--- config.mk ---
export PLATFORM = sky130hd
export DESIGN_NAME = inputs_sa_skew
export DESIGN_NICKNAME = d
export VERILOG_FILES = /design/src/rtl/inputs_sa_skew.sv
export SDC_FILE = /design/constraint.sdc
export NUM_CORES = 1
export LEC_CHECK = 0
export CELL_PAD_IN_SITES_DETAIL_PLACEMENT = 2
export CELL_PAD_IN_SITES_GLOBAL_PLACEMENT = 2
export CORE_MARGIN = 2
export CORE_UTILIZATION = 38
export DETAILED_ROUTE_END_ITERATION = 7
export PLACE_DENSITY_LB_ADDON = 0.1
export SYNTH_ARGS = -nofsm -noshare
export SYNTH_HDL_FRONTEND = slang
export SYNTH_SLANG_ARGS = --single-unit
--- constraint.sdc ---
create_clock -name i_clk -period 16.3 [get_ports i_clk]
set_input_delay 2.445 -clock i_clk [delete_from_list [all_inputs] [get_ports i_clk]]
set_output_delay 2.445 -clock i_clk [all_outputs]
set_load 0.02 [all_outputs]
--- src/rtl/inputs_sa_skew.sv ---
// Diagonal skew stage: lane k of each accepted column is delayed k extra cycles so array rows see a wavefront.
// Latency: lane k output is registered k+1 cycles after the column is presented; o_done pulses with the last column on lane LANES-1.
// Backpressure: none, the array consumes every cycle; INPUTS_SKEW_ZP_EN adds i_zp and saturating zero-point subtraction.
module inputs_sa_skew #(
    parameter int LANES  = 9,
    parameter int DATA_W = 8,
    parameter int CNT_W  = 16
) (
    input  logic                                i_clk,
    input  logic                                i_rst,
    input  logic                                i_clear,
    input  logic                                i_valid,
    input  logic                                i_last,
    input  logic signed [LANES-1:0][DATA_W-1:0] i_data,
`ifdef INPUTS_SKEW_ZP_EN
    input  logic signed [DATA_W-1:0]            i_zp,
`endif
    output logic signed [LANES-1:0][DATA_W-1:0] o_data,
    output logic [LANES-1:0]                    o_valid,
    output logic                                o_busy,
    output logic                                o_done,
    output logic [CNT_W-1:0]                    o_count,
    output logic                                o_err
);

    localparam int DCW = (LANES > 2) ? $clog2(LANES) : 1;
    localparam logic [DCW-1:0] DRAIN_LOAD = DCW'(LANES - 1);

    typedef enum logic [1:0] {
        ST_IDLE,
        ST_STREAM,
        ST_DRAIN,
        ST_DONE
    } state_t;

    state_t                       state;
    state_t                       state_nxt;
    logic [DCW-1:0]               dcnt;
    logic [DCW-1:0]               dcnt_nxt;
    logic                         accept;
    logic                         err_set;
    logic [LANES-1:0][DATA_W-1:0] col_in;

    always_comb begin
        state_nxt = state;
        dcnt_nxt  = dcnt;
        accept    = 1'b0;
        err_set   = 1'b0;
        case (state)
            ST_IDLE, ST_STREAM: begin
                if (i_valid) begin
                    accept = 1'b1;
                    if (i_last) begin
                        state_nxt = ST_DRAIN;
                        dcnt_nxt  = DRAIN_LOAD;
                    end else begin
                        state_nxt = ST_STREAM;
                    end
                end
            end
            ST_DRAIN: begin
                err_set = i_valid;
                // The edge that takes the counter to zero is the edge that enters DONE.
                if (dcnt <= DCW'(1)) begin
                    state_nxt = ST_DONE;
                    dcnt_nxt  = '0;
                end else begin
                    dcnt_nxt = dcnt - DCW'(1);
                end
            end
            ST_DONE: begin
                err_set   = i_valid;
                state_nxt = ST_IDLE;
            end
            default: state_nxt = ST_IDLE;
        endcase
    end

    always_ff @(posedge i_clk or posedge i_rst) begin
        if (i_rst) begin
            state   <= ST_IDLE;
            dcnt    <= '0;
            o_count <= '0;
            o_err   <= 1'b0;
        end else if (i_clear) begin
            state   <= ST_IDLE;
            dcnt    <= '0;
            o_count <= '0;
            o_err   <= 1'b0;
        end else begin
            state <= state_nxt;
            dcnt  <= dcnt_nxt;
            if (accept && (o_count != '1)) begin
                o_count <= o_count + CNT_W'(1);
            end
            if (err_set) begin
                o_err <= 1'b1;
            end
        end
    end

    assign o_busy = (state != ST_IDLE);
    assign o_done = (state == ST_DONE);

`ifdef INPUTS_SKEW_ZP_EN
    logic [DATA_W:0] diff;
`endif

    always_comb begin
        col_in = '0;
`ifdef INPUTS_SKEW_ZP_EN
        diff   = '0;
`endif
        for (int k = 0; k < LANES; k++) begin
`ifdef INPUTS_SKEW_ZP_EN
            // One extra bit holds the exact difference; top two bits disagree on overflow.
            diff = {i_data[k][DATA_W-1], i_data[k]} - {i_zp[DATA_W-1], i_zp};
            if (diff[DATA_W] != diff[DATA_W-1]) begin
                col_in[k] = diff[DATA_W] ? {1'b1, {(DATA_W-1){1'b0}}}
                                         : {1'b0, {(DATA_W-1){1'b1}}};
            end else begin
                col_in[k] = diff[DATA_W-1:0];
            end
`else
            col_in[k] = i_data[k];
`endif
        end
    end

    for (genvar k = 0; k < LANES; k++) begin : g_lane
        logic [DATA_W-1:0] d_sr [0:k];
        logic [k:0]        v_sr;

        always_ff @(posedge i_clk or posedge i_rst) begin
            if (i_rst) begin
                for (int j = 0; j <= k; j++) d_sr[j] <= '0;
                v_sr <= '0;
            end else if (i_clear) begin
                for (int j = 0; j <= k; j++) d_sr[j] <= '0;
                v_sr <= '0;
            end else begin
                // Bubbles enter as zero data so o_data is clean wherever o_valid is low.
                d_sr[0] <= accept ? col_in[k] : '0;
                v_sr[0] <= accept;
                for (int j = 1; j <= k; j++) begin
                    d_sr[j] <= d_sr[j-1];
                    v_sr[j] <= v_sr[j-1];
                end
            end
        end

        assign o_data[k]  = d_sr[k];
        assign o_valid[k] = v_sr[k];
    end

endmodule

==> flow_summary.yaml <==
critical_path:
  crit_path_top_delay_cell: "buf_4"
  crit_type: "primary input to asynchronous set/reset pin"
  launching_point_of_the_worst_reg2reg_path: "dcnt[0]"
  setup.reg_to_reg.worst_slack_ns: 14.09
  cell_by_cell_listing_of_the_critical_path: "clkdlybuf4s50_1, inv_8, buf_4, buf_4, buf_4"
  worstReg2RegEnd: "dcnt[2]"
  cp-start-kind: "primary input"
  worst-endpoint-arrival_ns: 6.03
  end_kind: "asynchronous set/reset pin"
  critical-path-top-cell-by-count: "buf_4"
  worst_path_dominant_cell_family: "buffers and inverters"
  critPathMaxFanout: 101
  critical_path.max_stage_delay_ns: 0.84
  critPathRequiredTime_ns: 16.87
  cp_num_buf_inv: 5
  worstRegToRegCells: 6
clock_tree:
  clock-root-buffer: "clkbuf_16"
  htree_num_levels: 2
  clkTransAtPathRegs_ns: 0.05
  cts_tree: "built"
  clock_path_buffers: 3
  cts_resized: 0
  worstSkewPairLatency_ns: 0.53
  post_cts.repair.setup_buffers: 0
  number_of_sinks_handled_by_clock_tree_synthesis: 392
  cts_buffers: 42
  post_cts_hold_buffer_count: 0
power_and_ir_drop:
  max-vdd-ir-drop_mv: 0.0806
  share_seq_of_total_power_pct: 50.0
  static-leakage-power_nw: 8.07
  netSwitchingPower_w: 0.000421
  power.density_cell_area_nw_per_um2: 120
  switching_part_of_the_total_pct: 21.1
  combinationalPowerShare_pct: 4.5
  power_frac_clock_pct: 45.5
  internal_power_w: 0.00157
yosys:
  synth.top_cells.by_count: "392 x dfrtp_1, 301 x nor2b_1, 72 x and3_1, 65 x buf_4, 51 x clkbuf_1"
  ranking_of_synthesized_cells_by_area: "dfrtp_1 72%, nor2b_1 14%, buf_4 3.6%"
  synth_largest_type_area_fraction_pct: 72.5
  synth_enable_flop_cells: 0
  postSynthRegisterBits: 392
  synthesis.area_um2: 13500
  post_syn_instances: 995
  synthMostInstantiatedCell: "dfrtp_1"
  synth.yosys.seq_area_share_pct: 72.5
  synth-async-reset-ratio_pct: 100
  synth.largest_area_cell: "dfrtp_1"
  most_used_flip_flop_cell_after_synthesis: "dfrtp_1"
  synthDistinctLibCells: 43
  synth_nets: 1075
  synth.avg_cell_area_um2: 13.6
  yosys_warnings: 0
layout:
  antenna_cells_inserted: 0
  num-fill-cells: 3381
  final_cell_area_um2: 16600
  layout_cell_share_with_drive_strength_beyond_1_pct: 6.88
  finish.cell_count_without_fillers: 1594
  areaGrowthSynthToFinish_pct: 22.6
  num-nets-final: 1186
die:
  core.rowCount: 69
  floorplan.core_area_um2: 35300
  fp.dieH_um: 193
  die_area_um2: 37200
  ios: 177
  starting_density_of_the_core_pct: 38.3
  floorplan.die.width_um: 193
grt:
  top_usage_layer: "met2"
  initial_antenna_violation_count: 1
  via_count_of_the_first_global_routing_pass: 8046
  gr-usage-met2_pct: 25.2
  grt.total_usage_pct: 14.5
  grt_start_max_net_pins: 137
  global_route.overflow_total: 0
  grt.met1_usage_pct: 16.6
  grt.met3_usage_pct: 5.06
  grt_first_pass_wirelength_um: 42400
outcome:
  status: "finished, final reports clean"
drt:
  wire_per_inst_um: 16.4
  detailed_route_via_count: 7220
  drc: 0
  routed_via_density: 4.53
  detailedRoute.firstPassIterationCount: 5
  antenna_violating_nets_post_route: 0
  routed_wl_um: 26200
  drt-initial-drc-count: 289
timing:
  hold_violations: 0
  worst_clock_skew_ns: 0.00871
  relative_max_transition_margin_pct: 30.2
  setup_tns_ns: 0
  min_period_ns: 5.46
  post-route-period-util_pct: 33.5
  setup_viol: 0
  hold_slack_ns: 0.459
  grt_setup_unrepaired: "false"
  final_max_slew_viol_count: 0
  fmax_mhz: 183
  max_slew.worst_pin.slew_ns: 1.03
placed_design:
  place_congestion: 0.727
  buffer_ports.inserted: 176
  placedCellCount: 1523
  placedInstanceArea_um2: 15300
  post-dp-hpwl_um: 15100
worst_hold_path:
  hold_end: "g_lane[5].d_sr[35]"
  min_from: "g_lane[5].d_sr[43]"
  worst_hold_path.num_cells: 1
  worst_hold_path_type: "flop to flop"
job:
  max_cap_viols: 0
-- how the worst max path moves through the flow --
| stage | cells past startpoint | slack [ns] | start | to |
|---|---|---|---|---|
| after floorplan | 1 | 2.96 | i_rst | dcnt[0] |
| after global placement | 5 | 10.12 | i_rst | g_lane[6].d_sr[8] |
| after detailed placement | 5 | 10.05 | i_rst | g_lane[6].d_sr[16] |
| after CTS | 5 | 10.61 | i_rst | g_lane[6].d_sr[33] |
| after global routing | 5 | 10.22 | i_rst | g_lane[6].d_sr[34] |
| final | 5 | 10.84 | i_rst | g_lane[6].d_sr[33] |
-- final cells by class --
type / count / area [µm²] / share of cell area [%]
clock inverters: 5 / 60.1 / 0.362
flip-flops and latches: 392 / 9810 / 59.1
multi-input cells: 478 / 3020 / 18.2
clock buffers: 66 / 1260 / 7.61
inverters: 8 / 37.5 / 0.226
well taps: 461 / 577 / 3.48
repair buffers: 184 / 1830 / 11.0
-- routing by layer --
metal,part of all wire [%],vias to the layer above,wire [µm]
li1,-,3311,-
met1,39,3720,10200
met2,52,147,13500
met3,7.2,42,1880
met4,2.5,0,643
met5,0,-,0
-- registers in the layout, indices dropped and copies added (netlist names) --
name         cells
g_lane.v_sr      9
o_count         16
o_err            1
dcnt             4
o_data          64
g_lane.d_sr    296
state            2
-- stage by stage --
stage	worst slack, ns	utilization, %	power (W)
2_1_floorplan	2.96	-	0.00107
3_3_place_gp	10.12	43.3	0.00110
3_5_place_dp	10.05	43.3	0.00111
4_1_cts	10.61	47.0	0.00204
5_1_grt	10.22	47.0	0.00208
6_report	10.84	47.0	0.00199
-- cells in the final DEF (no fill, tap or decap), types with 3 or more instances in the layout --
cell,instances
o21ai_0,6
and3_1,72
or3_1,3
or4_1,5
a21oi_1,16
nand3_1,3
nor2b_1,300
clkdlybuf4s50_1,175
ha_1,3
o31ai_1,5
clkbuf_1,13
dfrtp_1,392
nand2_1,14
clkbuf_16,43
buf_4,8
nor4_1,4
nand4_1,4
nor2_1,9
inv_1,6
clkbuf_8,10
-- cell families after synthesis --
kind of cell	count (synthesis)	synth area share (%)
AOI/OAI and AO/OA	42	2.00
adders and majority gates	3	0.277
buffers and inverters	125	5.27
DFF	392	72.5
muxes	3	0.240
and+or+nand+nor	430	19.8
-- power groups by stage --
| stage | Sequential [W] | Combinational [W] | Clock, W |
|---|---|---|---|
| 2_1_floorplan | 0.00101 | 0.0000507 | 0 |
| 3_3_place_gp | 0.00101 | 0.0000914 | 0 |
| 3_5_place_dp | 0.00101 | 0.0000929 | 0 |
| 4_1_cts | 0.000997 | 0.0000938 | 0.000945 |
| 5_1_grt | 0.000998 | 0.000102 | 0.000981 |
| 6_report | 0.000997 | 0.0000896 | 0.000906 |
(Power assumes the default switching activity.)
